`config.mk`:
```
export PLATFORM = sky130hd
export DESIGN_NAME = aes_job_scheduler
export DESIGN_NICKNAME = d
export VERILOG_FILES = /design/src/rtl/aes_sched_pkg.sv /design/src/rtl/aes_sched_fifo.sv /design/src/rtl/aes_job_scheduler.sv
export SDC_FILE = /design/constraint.sdc
export NUM_CORES = 2
export LEC_CHECK = 0
export BUFFER_PORTS_ARGS = -buffer_cell sky130_fd_sc_hd__buf_2
export CAP_MARGIN = 20
export CORE_AREA = 2 2 602 604
export CTS_CLUSTER_DIAMETER = 40
export DETAILED_ROUTE_END_ITERATION = 12
export DIE_AREA = 0 0 604 606
export MAX_ROUTING_LAYER = met4
export PLACE_DENSITY_LB_ADDON = 0.08
export SETUP_SLACK_MARGIN = 0.4
export SLEW_MARGIN = 40
export SYNTH_ARGS = -nofsm -noshare
export SYNTH_HDL_FRONTEND = slang
export SYNTH_SLANG_ARGS = --single-unit
export TNS_END_PERCENT = 20
```
`constraint.sdc`:
```
create_clock -name clk -period 15.9 [get_ports clk]
set_input_delay 0.795 -clock clk [delete_from_list [all_inputs] [get_ports clk]]
set_output_delay 0.795 -clock clk [all_outputs]
set_load 0.1 [all_outputs]
```
`src/rtl/aes_sched_pkg.sv`:
```
// Shared types and helpers for the AES job scheduler and its FIFOs.
package aes_sched_pkg;

  typedef logic [127:0] block_t;

  localparam logic MODE_ENC = 1'b0;
  localparam logic MODE_DEC = 1'b1;

  // Widest requester ID the scheduler supports (up to 8 requesters).
  localparam int MAX_ID_W = 3;

  function automatic int id_width(input int num_req);
    return (num_req > 2) ? $clog2(num_req) : 1;
  endfunction

  typedef struct packed {
    logic [MAX_ID_W-1:0] id;
    block_t              data;
  } rsp_entry_t;

endpackage

```
`src/rtl/aes_sched_fifo.sv`:
```
// Synchronous first-word-fall-through FIFO with occupancy count.
// A pop on an empty FIFO is ignored, and a push to a full FIFO is accepted only with a same-cycle pop.
module aes_sched_fifo
  import aes_sched_pkg::*;
#(
  parameter int  WIDTH = 8,
  parameter int  DEPTH = 16,
  localparam int CW    = $clog2(DEPTH) + 1
) (
  input  logic             clk,
  input  logic             rst,
  input  logic             push,
  input  logic [WIDTH-1:0] din,
  input  logic             pop,
  output logic [WIDTH-1:0] dout,
  output logic             full,
  output logic             empty,
  output logic [CW-1:0]    count
);

  localparam int AW = $clog2(DEPTH);

  logic [WIDTH-1:0] mem [DEPTH];
  logic [AW-1:0]    wr_ptr;
  logic [AW-1:0]    rd_ptr;
  logic             do_push;
  logic             do_pop;

  assign empty   = (count == '0);
  assign full    = (count == CW'(DEPTH));
  assign do_pop  = pop & ~empty;
  assign do_push = push & (~full | do_pop);
  assign dout    = mem[rd_ptr];

  always_ff @(posedge clk) begin
    if (rst) begin
      wr_ptr <= '0;
      rd_ptr <= '0;
      count  <= '0;
    end else begin
      if (do_push) wr_ptr <= wr_ptr + AW'(1);
      if (do_pop)  rd_ptr <= rd_ptr + AW'(1);
      count <= count + CW'(do_push) - CW'(do_pop);
    end
  end

  always_ff @(posedge clk) begin
    if (do_push) mem[wr_ptr] <= din;
  end

endmodule

```
`src/rtl/aes_job_scheduler.sv`:
```
// Round-robin scheduler sharing one AES core between NUM_REQ requesters.
// A credit counter bounds jobs in the core plus buffered results, so core output is never dropped.
module aes_job_scheduler
  import aes_sched_pkg::*;
#(
  parameter int  NUM_REQ      = 4,
  parameter int  MAX_INFLIGHT = 16,
  parameter int  SERIAL       = 0,
  localparam int ID_W         = id_width(NUM_REQ),
  localparam int CNT_W        = $clog2(MAX_INFLIGHT) + 1
) (
  input  logic                   clk,
  input  logic                   rst,
  input  logic [NUM_REQ-1:0]     req_valid,
  output logic [NUM_REQ-1:0]     req_ready,
  input  logic [NUM_REQ*128-1:0] req_data,
  input  logic [NUM_REQ*128-1:0] req_key,
  input  logic [NUM_REQ-1:0]     req_mode,
  output logic                   core_start,
  output logic                   core_valid_in,
  output logic                   core_mode,
  output logic [127:0]           core_data_in,
  output logic [127:0]           core_key_in,
  input  logic [127:0]           core_data_out,
  input  logic                   core_valid_out,
  output logic                   rsp_valid,
  input  logic                   rsp_ready,
  output logic [127:0]           rsp_data,
  output logic [ID_W-1:0]        rsp_id,
  output logic [CNT_W-1:0]       credit_cnt,
  output logic                   err_orphan
);

  block_t             req_blk [NUM_REQ];
  block_t             key_blk [NUM_REQ];
  logic [ID_W-1:0]    rr_ptr;
  logic [ID_W-1:0]    grant_idx;
  logic [ID_W-1:0]    cand;
  logic [NUM_REQ-1:0] grant;
  logic               found;
  logic               can_issue;
  logic               accept;
  logic               ret_ok;
  logic               rsp_pop;
  logic [ID_W-1:0]    tag_head;
  logic               tag_full, tag_empty, res_full, res_empty;
  logic [CNT_W-1:0]   tag_count, res_count;
  logic [ID_W+127:0]  res_dout;
  logic               unused_fifo_status;

  for (genvar g = 0; g < NUM_REQ; g++) begin : g_unpack
    assign req_blk[g] = req_data[128*g +: 128];
    assign key_blk[g] = req_key[128*g +: 128];
  end

  // Cyclic search starting just after the last granted requester.
  always_comb begin
    grant     = '0;
    grant_idx = '0;
    cand      = '0;
    found     = 1'b0;
    for (int k = 1; k <= NUM_REQ; k++) begin
      cand = ID_W'((int'(rr_ptr) + k) % NUM_REQ);
      if (!found && req_valid[cand]) begin
        found       = 1'b1;
        grant[cand] = 1'b1;
        grant_idx   = cand;
      end
    end
  end

  assign can_issue = (credit_cnt < CNT_W'(MAX_INFLIGHT)) && (SERIAL == 0 || credit_cnt == '0);
  assign accept    = can_issue & found;
  assign req_ready = can_issue ? grant : '0;

  assign ret_ok  = core_valid_out & ~tag_empty;
  assign rsp_pop = rsp_valid & rsp_ready;

  always_ff @(posedge clk) begin
    if (rst) begin
      rr_ptr        <= ID_W'(NUM_REQ - 1);
      core_start    <= 1'b0;
      core_valid_in <= 1'b0;
      core_mode     <= 1'b0;
      core_data_in  <= '0;
      core_key_in   <= '0;
      credit_cnt    <= '0;
      err_orphan    <= 1'b0;
    end else begin
      core_start    <= accept;
      core_valid_in <= accept;
      if (accept) begin
        rr_ptr       <= grant_idx;
        core_mode    <= req_mode[grant_idx];
        core_data_in <= req_blk[grant_idx];
        core_key_in  <= key_blk[grant_idx];
      end
      if (core_valid_out && tag_empty) err_orphan <= 1'b1;
      credit_cnt <= credit_cnt + CNT_W'(accept) - CNT_W'(rsp_pop);
    end
  end

  aes_sched_fifo #(.WIDTH(ID_W), .DEPTH(MAX_INFLIGHT)) u_tag_fifo (
    .clk   (clk),
    .rst   (rst),
    .push  (accept),
    .din   (grant_idx),
    .pop   (ret_ok),
    .dout  (tag_head),
    .full  (tag_full),
    .empty (tag_empty),
    .count (tag_count)
  );

  aes_sched_fifo #(.WIDTH(ID_W + 128), .DEPTH(MAX_INFLIGHT)) u_res_fifo (
    .clk   (clk),
    .rst   (rst),
    .push  (ret_ok),
    .din   ({tag_head, core_data_out}),
    .pop   (rsp_pop),
    .dout  (res_dout),
    .full  (res_full),
    .empty (res_empty),
    .count (res_count)
  );

  // Head is masked while empty so the response bus reads zero rather than stale storage.
  assign rsp_valid = ~res_empty;
  assign rsp_data  = rsp_valid ? res_dout[127:0] : '0;
  assign rsp_id    = rsp_valid ? res_dout[ID_W+127:128] : '0;

  // Credit alone prevents overflow; full flags and counts are not needed here.
  assign unused_fifo_status = ^{tag_full, res_full, tag_count, res_count};

endmodule

```
==> results.yml <==
outcome:
  outcome: "finished clean"
global_routing:
  overflow: 0
  grt_max_degree: 111
  grt_first_pass_wirelength_mm: 706
  grt_pass1_vias: 60200
  track_usage_pct: 31.4
  antenna_found_initial: 517
timing:
  fin_skew_ps: 87.6
  fmax_mhz: 164
  drv_slew: 0
  post-route-period-util_pct: 38.3
  tightest_slew_ps: 936
  finalSetupViolCount: 0
  tns_ps: 0
  hold_ws_ps: 128
  grt_setup_unrepaired: "no"
  slew_headroom_pct: 37.5
  finalHoldViolCount: 0
  fin_crit_ps: 6090
synthesis:
  synth_edf_count: 2112
  synth-seq-area-share_pct: 71.6
  ys_ff_latch: 2412
  synth_fp_nets: 6011
  synth_area_leaders: "edfxtp_1 65%, mux4_2 15%, dfxtp_1 6.2%"
  yosysTopAreaCellShare_pct: 65.4
  synthArstFlopShare_pct: 0
  syn_inst: 4809
  synth-warning-count: 0
  synth_top_area_cell: "edfxtp_1"
  synth.most_common_cell: "edfxtp_1"
  synth_flop_cell: "edfxtp_1"
  synth_commonest_cells: "2112 x edfxtp_1, 664 x mux4_2, 518 x mux2i_1"
  synth_cell_types: 45
  avgSynthCellArea_um2: 20.2
  syn_area_mm2: 0.0970
worst_setup_path:
  reg2reg_to: "core_data_in[55]"
  crit_family: "buffers and inverters"
  cpPeakStageDelay_ps: 600
  worstReg2RegStart: "rr_ptr[0]"
  path_cells: "buf_12 > buf_12 > buf_16 > buf_12 > buf_6 > mux4_2 > mux4_2 > and2_1 > buf_2"
  crit_top_cell: "buf_12"
  crit_buf_inv: 6
  crit_path_top_delay_cell: "dfxtp_4"
  reg2reg_slack_ps: 9900
  end_kind: "output port"
  cp.arrival_ps: 5300
  crit_type: "reg2out"
  cp.required_ps: 15110
  path_max_fanout: 55
  reg2reg_depth: 10
  cp-start-kind: "flop"
pwr:
  clkPwrFrac_pct: 35.3
  total_power_w: 0.0288
  p_sw_share_pct: 41.1
  p_seq_share_pct: 27.3
  p_int_w: 0.0170
  switching_power_w: 0.0119
  p_comb_share_pct: 37.4
  total_leakage_power_nw: 44.7
  peakVddDrop_mv: 0.295
  powerDensity_mw_per_mm2: 224
floorplan:
  dieArea_mm2: 0.366
  start_util_pct: 26.9
  num_rows: 221
  fp.coreArea_mm2: 0.360
  dieWidth_um: 604
  ios: 1564
  die_h_um: 606
clock_network:
  cts-hold-fix-buffers: 0
  cts_resized: 0
  clkLatencyLatePin_ps: 1010
  clock_path_buffers: 4
  clk_pin_slew_ps: 40
  numCtsBuffers: 458
  htreeDepth: 5
  cts_sinks: 2412
  cts_tree: "built"
  cts_root_buffer: "clkbuf_16"
  post_cts.repair.setup_buffers: 0
detailed_routing:
  routedWlPerCell_um: 46.0
  first_iter_violations: 8254
  vias: 63300
  drt_pass1_iterations: 6
  drc_errors: 0
  drtAntennaViolNets: 0
  vias_per_cell: 5.09
  wirelength_mm: 573
final_layout:
  drive_gt1_share_pct: 45.2
  final_nets: 7850
  area_delta_synth_final_pct: 32.7
  postLayoutCellArea_mm2: 0.129
place:
  port_buffers: 1563
  dp_hpwl_mm: 433
  placed_area_mm2: 0.111
  place.gp.congestion: 1.04
min_path:
  hold_path_class: "in2reg"
  holdPathStages: 3
  min_from: "core_valid_out"
  whs_endpoint: "err_orphan"
job:
  maxCapViolations: 0
-- kinds of logic after synthesis --
group,share of synthesized area (%)
AND/OR/NAND/NOR,2.41
flip-flops,71.6
adder cells (fa/ha/maj),0.513
XOR/XNOR,0.208
multiplexers,20.8
AO/OA/AOI/OAI,2.61
buffers and inverters,1.90
-- per-stage QoR --
stage,util (%),cells,worst slack [ps]
2_1_floorplan,-,4809,4470
4_1_cts,35.3,11800,9310
3_3_place_gp,30.6,11000,9860
6_report,35.7,12400,9810
3_5_place_dp,30.8,11000,9960
5_1_grt,35.6,12300,9450
-- registers in the layout, indices dropped and copies added (netlist names), named ones only --
name               flops
core_data_in         128
core_key_in          128
core_mode              1
core_valid_in          1
credit_cnt             5
err_orphan             1
rr_ptr                 2
u_res_fifo.count       5
u_res_fifo.mem      2080
u_res_fifo.rd_ptr      4
u_res_fifo.wr_ptr      4
u_tag_fifo.count       5
u_tag_fifo.mem        32
u_tag_fifo.rd_ptr      4
u_tag_fifo.wr_ptr      4
-- per-layer routing --
layer | GRT usage, % | wire length, um | vias up
met1 | 38.5 | 225000 | 34000
li1 | - | - | 24600
met2 | 46.6 | 262000 | 3622
met3 | 8.67 | 50800 | 1156
met4 | 18.1 | 34800 | 0
met5 | - | 0 | -
-- cell usage in the layout, fill, tap and decap left out, types with 5 or more instances in the layout --
| master | instances |
|---|---|
| a21oi_1 | 16 |
| and2_1 | 130 |
| buf_12 | 24 |
| buf_16 | 13 |
| buf_2 | 1562 |
| buf_4 | 68 |
| buf_6 | 29 |
| bufinv_16 | 74 |
| clkbuf_1 | 40 |
| clkbuf_16 | 461 |
| clkbuf_8 | 15 |
| clkinv_1 | 45 |
| clkinv_16 | 9 |
| clkinv_2 | 70 |
| clkinv_4 | 40 |
| clkinv_8 | 5 |
| clkinvlp_4 | 55 |
| dfxtp_1 | 295 |
| diode_2 | 603 |
| edfxtp_1 | 2112 |
| ha_1 | 35 |
| inv_1 | 26 |
| inv_6 | 45 |
| mux2i_1 | 505 |
| mux2i_2 | 11 |
| mux4_2 | 664 |
| nand2_1 | 277 |
| nor2_1 | 50 |
| nor2_4 | 13 |
| nor2b_1 | 10 |
| nor3_1 | 5 |
| o221ai_1 | 257 |
| xnor2_1 | 10 |
| xor2_1 | 13 |
-- worst reg2reg max path, delay by kind of cell, from the launching register on --
| kind | cells | cell delay (ps) |
|---|---|---|
| adder cells (fa/ha/maj) | 1 | 550 |
| flip-flops | 1 | 790 |
| AND/OR/NAND/NOR | 2 | 760 |
| AO/OA/AOI/OAI | 2 | 550 |
| multiplexers | 1 | 640 |
| buffers and inverters | 4 | 2550 |
-- how the worst max path moves through the flow --
stage	start	endpoint	slack, ps	cells after the start
floorplan	rsp_ready	u_res_fifo.mem[3][0]	4470	4
global placement	flop	rsp_data[123]	9860	7
detailed placement	rr_ptr[0]	core_key_in[115]	9960	10
CTS	flop	rsp_data[123]	9310	9
global route	flop	rsp_data[123]	9450	9
finish	flop	rsp_data[123]	9810	9
-- power by group through the flow --
stage,Combinational [W],Sequential (W),Clock [W]
floorplan,0.00621,0.00941,0
global placement,0.0107,0.00802,0
detailed placement,0.0108,0.00800,0
CTS,0.0108,0.00788,0.0103
global route,0.0111,0.00791,0.0106
finish,0.0108,0.00789,0.0102
-- layout make-up --
type / count / area (um^2)
Fill cell: 34500 / 232000
Sequential cell: 2412 / 69400
Multi-Input combinational cell: 2051 / 26000
Clock buffer: 516 / 11900
Timing Repair Buffer: 1698 / 9520
Tap cell: 4794 / 6000
Clock inverter: 346 / 4300
Antenna cell: 603 / 1510
Inverter: 27 / 106
No activity file was read; power rests on OpenSTA's default activity.
